$ cat config.mk
export PLATFORM = sky130hd
export DESIGN_NAME = sync_fifo_core_flat
export DESIGN_NICKNAME = d
export VERILOG_FILES = /design/src/rtl/fifo_pkg.sv /design/src/rtl/sync_fifo_core_if.sv /design/src/rtl/sdp_ram1.sv /design/src/rtl/sync_fifo_core.sv /design/src/flat_wrapper.sv
export SDC_FILE = /design/constraint.sdc
export NUM_CORES = 2
export LEC_CHECK = 0
export BUFFER_PORTS_ARGS = -buffer_cell sky130_fd_sc_hd__buf_4
export CAP_MARGIN = 30
export CORE_MARGIN = 2
export CORE_UTILIZATION = 40
export CTS_CLUSTER_DIAMETER = 200
export DETAILED_ROUTE_END_ITERATION = 8
export PLACE_DENSITY = 0.67
export SLEW_MARGIN = 25
export SYNTH_ARGS = -nofsm -noshare
export SYNTH_HDL_FRONTEND = slang
export SYNTH_HIERARCHICAL = 1
export SYNTH_SLANG_ARGS = --single-unit
export TNS_END_PERCENT = 30
$ cat constraint.sdc
create_clock -name clk -period 2.6 [get_ports clk]
set_input_delay 0 -clock clk [delete_from_list [all_inputs] [get_ports clk]]
set_output_delay 0 -clock clk [all_outputs]
set_load 0.01 [all_outputs]
$ cat src/rtl/fifo_pkg.sv
// Shared defaults for the single-clock FIFO core and its storage.
package fifo_pkg;

    localparam int unsigned FIFO_DLEN_DEF = 8;
    localparam int unsigned FIFO_ALEN_DEF = 8;

endpackage

$ cat src/rtl/sync_fifo_core_if.sv
// Producer/consumer port bundle of the FIFO core; the FIFO sits on the slave side.
interface sync_fifo_core_if
    import fifo_pkg::*;
#(
    parameter int unsigned DLEN = FIFO_DLEN_DEF
);

    logic            i_wen;
    logic [DLEN-1:0] i_wdata;
    logic            o_wfull;
    logic            i_ren;
    logic [DLEN-1:0] o_rdata;
    logic            o_rempty;

    modport master (
        output i_wen, i_wdata, i_ren,
        input  o_wfull, o_rdata, o_rempty
    );

    modport slave (
        input  i_wen, i_wdata, i_ren,
        output o_wfull, o_rdata, o_rempty
    );

endinterface

$ cat src/rtl/sdp_ram1.sv
// Simple dual-port RAM: one write port, one registered read port, single clock.
module sdp_ram1
    import fifo_pkg::*;
#(
    parameter int unsigned DLEN = FIFO_DLEN_DEF,
    parameter int unsigned ALEN = FIFO_ALEN_DEF
) (
    input  logic            clk,
    input  logic            rstn,
    input  logic            i_wen,
    input  logic [ALEN-1:0] i_waddr,
    input  logic [DLEN-1:0] i_wdata,
    input  logic            i_ren,
    input  logic [ALEN-1:0] i_raddr,
    output logic [DLEN-1:0] o_rdata
);

    localparam int unsigned DEPTH = 2 ** ALEN;

    logic [DLEN-1:0] mem [0:DEPTH-1];
    logic [DLEN-1:0] rdata_q;

    // NOTE: the storage array has no reset so it can map onto block RAM; only the read register is reset.
    always_ff @(posedge clk) begin
        if (i_wen) begin
            mem[i_waddr] <= i_wdata;
        end
    end

    always_ff @(posedge clk or negedge rstn) begin
        if (!rstn) begin
            rdata_q <= '0;
        end else if (i_ren) begin
            rdata_q <= mem[i_raddr];
        end
    end

    assign o_rdata = rdata_q;

endmodule

$ cat src/rtl/sync_fifo_core.sv
// Single-clock FIFO: binary write/read pointers with a wrap bit, flags from pointer compare.
module sync_fifo_core
    import fifo_pkg::*;
#(
    parameter int unsigned DLEN = FIFO_DLEN_DEF,
    parameter int unsigned ALEN = FIFO_ALEN_DEF
) (
    input  logic              clk,
    input  logic              rstn,
    sync_fifo_core_if.slave   bus
);

    logic [ALEN:0] wptr_q, wptr_d;
    logic [ALEN:0] rptr_q, rptr_d;
    logic          wfull;
    logic          rempty;
    logic          ram_wen;
    logic          ram_ren;

    // Equal pointers mean empty; same address but opposite wrap bit means full.
    assign rempty = (wptr_q == rptr_q);
    assign wfull  = (wptr_q[ALEN] != rptr_q[ALEN]) &&
                    (wptr_q[ALEN-1:0] == rptr_q[ALEN-1:0]);

    assign bus.o_rempty = rempty;
    assign bus.o_wfull  = wfull;

    // Write side
    // NOTE: every signal written here gets a default first, so no path leaves it unassigned and no latch is inferred.
    always_comb begin
        ram_wen = bus.i_wen & ~wfull;
        wptr_d  = wptr_q;
        if (ram_wen) begin
            wptr_d = wptr_q + 1'b1;
        end
    end

    // NOTE: state registers use non-blocking assignments so all flops update together on the edge.
    always_ff @(posedge clk or negedge rstn) begin
        if (!rstn) begin
            wptr_q <= '0;
        end else begin
            wptr_q <= wptr_d;
        end
    end

    // Read side
    always_comb begin
        ram_ren = bus.i_ren & ~rempty;
        rptr_d  = rptr_q;
        if (ram_ren) begin
            rptr_d = rptr_q + 1'b1;
        end
    end

    always_ff @(posedge clk or negedge rstn) begin
        if (!rstn) begin
            rptr_q <= '0;
        end else begin
            rptr_q <= rptr_d;
        end
    end

    sdp_ram1 #(
        .DLEN (DLEN),
        .ALEN (ALEN)
    ) u_ram (
        .clk     (clk),
        .rstn    (rstn),
        .i_wen   (ram_wen),
        .i_waddr (wptr_q[ALEN-1:0]),
        .i_wdata (bus.i_wdata),
        .i_ren   (ram_ren),
        .i_raddr (rptr_q[ALEN-1:0]),
        .o_rdata (bus.o_rdata)
    );

endmodule

$ cat src/flat_wrapper.sv
// flat-port wrapper written by rule: the top's interface ports become plain ports
module sync_fifo_core_flat import fifo_pkg::*;
#(
    parameter int unsigned DLEN = FIFO_DLEN_DEF,
    parameter int unsigned ALEN = FIFO_ALEN_DEF
)
  (clk, rstn, bus_i_wen, bus_i_wdata, bus_i_ren, bus_o_wfull, bus_o_rdata, bus_o_rempty);
  sync_fifo_core_if #(.DLEN(DLEN)) bus_i ();
  input  logic clk;
  input  logic rstn;
  input wire logic [$bits(bus_i.i_wen)-1:0] bus_i_wen;
  input wire logic [$bits(bus_i.i_wdata)-1:0] bus_i_wdata;
  input wire logic [$bits(bus_i.i_ren)-1:0] bus_i_ren;
  output wire logic [$bits(bus_i.o_wfull)-1:0] bus_o_wfull;
  output wire logic [$bits(bus_i.o_rdata)-1:0] bus_o_rdata;
  output wire logic [$bits(bus_i.o_rempty)-1:0] bus_o_rempty;
  assign bus_i.i_wen = bus_i_wen;
  assign bus_i.i_wdata = bus_i_wdata;
  assign bus_i.i_ren = bus_i_ren;
  assign bus_o_wfull = bus_i.o_wfull;
  assign bus_o_rdata = bus_i.o_rdata;
  assign bus_o_rempty = bus_i.o_rempty;
  sync_fifo_core #(.DLEN(DLEN), .ALEN(ALEN)) u_core (.clk(clk), .rstn(rstn), .bus(bus_i));
endmodule
==> impl_results.md <==
* Top-count cell post-synth: edfxtp_1
* WL final at ~230 mm
* Synth Cell Area at 81100 um2
* PwrDens at between 1000 and 1500 nW/um2
* Root Driver: clkbuf_16
* Tcrit/Tclk final at 1.16
* Final core occ at 0.496
* Failing checks: setup timing
* Critical path's slowest cell: dfrtp_4
* Core Box Area at a little over 200000 um2
* Final worst slack at -0.423 ns
* Skew-Pair Late Insertion Delay at 0.87 ns
* Worst slack at placement at -1.08 ns
* Nets at ~4700
* Share of cells above drive strength 1 at 0.386
* Routed Antenna Nets at 0
* Wire per inst at 30.3 um
* Number of flops mapped to enable cells by yosys at slightly above 2000
* Synth async-reset ratio at 0.0125
* First-pass GRT wire length at about 320 mm
* Pre-antenna DRT Iters at 8
* Final hold slack at around 0.033 ns
* Via count at approximately 45000
* Final Max Tran Viols at 0
* Initial Util at 0.402
* Initial antenna violation count at 5
* Crit path largest cell delay at 0.53 ns
* Die Y at roughly 450 um
* Max Clk Rate at around 0.33 GHz
* Seq/Total Area, Yosys at 0.766
* Leakage power at roughly 32 nW
* Remaining DRCs at 0
* Vias in the first global route at between 40000 and 50000
* Yosys top cell area share at 0.758
* # port buffers at 21
* Critical path required time at approximately 3.3 ns
* Status: complete, but fails checks
* Largest net degree at the start of global routing at 97
* CP cell instances: buf_12 -> buf_12 -> buf_4 -> mux4_2 -> a211oi_1 -> buf_4 -> nor2_1 -> a22o_1 -> and4bb_2 -> a211o_1
* Rel. slew slack at 0.447
* CTS tree: yes
* Top cells by count, synth: edfxtp_1 (2048), mux4_2 (443), nor2_1 (300)
* Overall Power at between 100 and 150 mW
* Critical path peak fanout at 8
* CTS Sinks at roughly 2100
* Grt total ovfl at 0
* Overall Global Routing Usage at 0.219
* Least-Margin Pin Slew at slightly above 0.8 ns
* Final Non-Filler Cells at approximately 7600
* Ranking of synthesized cells by area: edfxtp_1 (76%), mux4_2 (12%), mux2i_1 (2.1%)
* Crit Path Class: reg2reg
* Post-Syn Instances at a little under 4000
* Rows at between 150 and 200
* Worst Skew at 0.0655 ns
* Tmin final at ~3 ns
* Die Wd at 454 um
* Synth warn at 6
* Syn_nets at about 4000
* Crit path launch type: register
* Die Area at between 200000 and 250000 um2
* Final Setup Violations at about 1700
* Post-synthesis average cell area at 20.7 um2
* CTS Buffer Depth at 3
* Top-Level Pins at 22
* Placed insts at just over 7000
* WP buf/inv at 4
* Cell accounting for the most synthesized area: edfxtp_1
* Min-Delay Path Class: in2reg
* Final estimated routing congestion in global placement at 0.917
* Via-to-Cell Ratio at just under 6
* CTS Buf Count at around 200
* Unrepaired setup endpoints after global routing: true
* Placed wire-length estimate at 150 mm
* Worst r2r path cells at 10
* Number of DRC markers in iteration 0 at 6275
* Synth Flop Type: edfxtp_1
* Maximum vdd ir drop at roughly 0.00089 V
* Cell family with most CP delay: compound AO/OA/AOI/OAI gates
* Fin. Hold Viols at 0
* Critical path arrival at between 3 and 4 ns
* Crit. path cell count at 10
* Hold path depth at 2
* Layout area overhead at 23.6%
* Cell variety after synth at between 70 and 80
* Diodes inserted at 0
* Fillers at 15800
* Setup crit end kind: register
* Max cap viols at 0
* Seq cells post-synth at 2074
* CTS H-tree depth at 4
* Clock slew at reported path FFs at ~0.070 ns
## layout by cell type (no fill, tap or decap), types with 13 or more instances in the layout
master | synthesis | final
a211oi_1 | 25 | 21
a21oi_1 | 36 | 29
a22o_1 | 13 | 13
a22oi_1 | 54 | 51
buf_12 | 1 | 134
buf_4 | 20 | 587
buf_6 | 46 | 59
buf_8 | 10 | 19
bufinv_16 | 0 | 20
clkbuf_1 | 88 | 39
clkbuf_16 | 0 | 206
clkbuf_8 | 1 | 13
clkinv_1 | 0 | 47
clkinv_2 | 0 | 28
dfrtp_1 | 26 | 21
edfxtp_1 | 2048 | 2048
mux2i_1 | 172 | 162
mux4_2 | 443 | 443
nand2_1 | 82 | 80
nand3_1 | 51 | 41
nand4_1 | 22 | 22
nor2_1 | 300 | 116
nor2_2 | 0 | 50
nor2_4 | 0 | 134
nor3_1 | 41 | 29
o21ai_0 | 24 | 16
o221ai_1 | 33 | 25
o22ai_1 | 76 | 63
xnor2_1 | 19 | 19
## timing repair
action | in CTS | in global routing
gates cloned | 6 | 2
pin swaps | 67 | 61
endpoints found under the hold margin | 1043 | 0
resized for setup | 356 | 286
setup endpoints to repair | 1961 | 1988
hold buffers | 13 | 0
buffers inserted | 69 | 52
## final cells by class
cell class	instances	area [um2]	share of cell area
well taps	2672	3340	0.0334
clock inverters	125	1390	0.0139
inverters	11	42.5	0.000424
repair buffers	830	8570	0.0855
flip-flops and latches	2074	62200	0.620
clock buffers	248	5320	0.0531
multi-input cells	1590	19400	0.193
## power by group
part	internal, mW	switching (mW)
logic	16.6	19.9
registers	37.2	0.449
clock network	16.6	12.8
total	70.4	33.2
## sequential cells by signal (all words and copies together), names as in the netlist
name	count
u_core/u_ram/o_rdata	8
u_core/u_ram/mem	2048
u_core/wptr_q	9
u_core/rptr_q	9
## layer usage
metal,vias to the layer above,track usage,routed length (um)
li1,18000,-,-
met1,23700,0.306,87900
met2,2614,0.342,108000
met3,463,0.0408,23700
met4,4,0.0856,9490
met5,-,0,20
## cell families after synthesis
| group | Yosys count | share of synthesized area |
|---|---|---|
| multiplexers | 632 | 0.147 |
| flip-flops | 2074 | 0.766 |
| buffers and inverters | 248 | 0.0195 |
| XOR/XNOR | 23 | 0.00285 |
| AO/OA/AOI/OAI | 361 | 0.0324 |
| AND/OR/NAND/NOR | 572 | 0.0317 |
| adder cells (fa/ha/maj) | 2 | 0.000309 |
## path summary, 6_finish.rpt
check                                                           end                    startpoint  slack, ns
worst max-delay path            u_core/u_ram/o_rdata[4]$_DFFE_PN0P_  u_core/rptr_q[0]$_DFFE_PN0P_      -0.42
max in group asynchronous              u_core/rptr_q[4]$_DFFE_PN0P_                          rstn       1.98
worst min-delay path             u_core/u_ram/mem[102][0]$_DFFE_PP_                bus_i_wdata[0]       0.03
worst max register to register  u_core/u_ram/o_rdata[4]$_DFFE_PN0P_  u_core/rptr_q[0]$_DFFE_PN0P_      -0.42
min in group asynchronous              u_core/rptr_q[0]$_DFFE_PN0P_                          rstn       0.38
worst min register to register         u_core/rptr_q[4]$_DFFE_PN0P_  u_core/rptr_q[4]$_DFFE_PN0P_       0.60
## through the flow
stage | setup TNS, ns | instance area, um2
final | -287.12 | 100000
after global routing | -350.29 | 100000
after CTS | -365.46 | 98600
after detailed placement | -368.89 | 89400
after global placement | -316.89 | 89300
after floorplan | -87.48 | 81100
(Power assumes the default switching activity.)
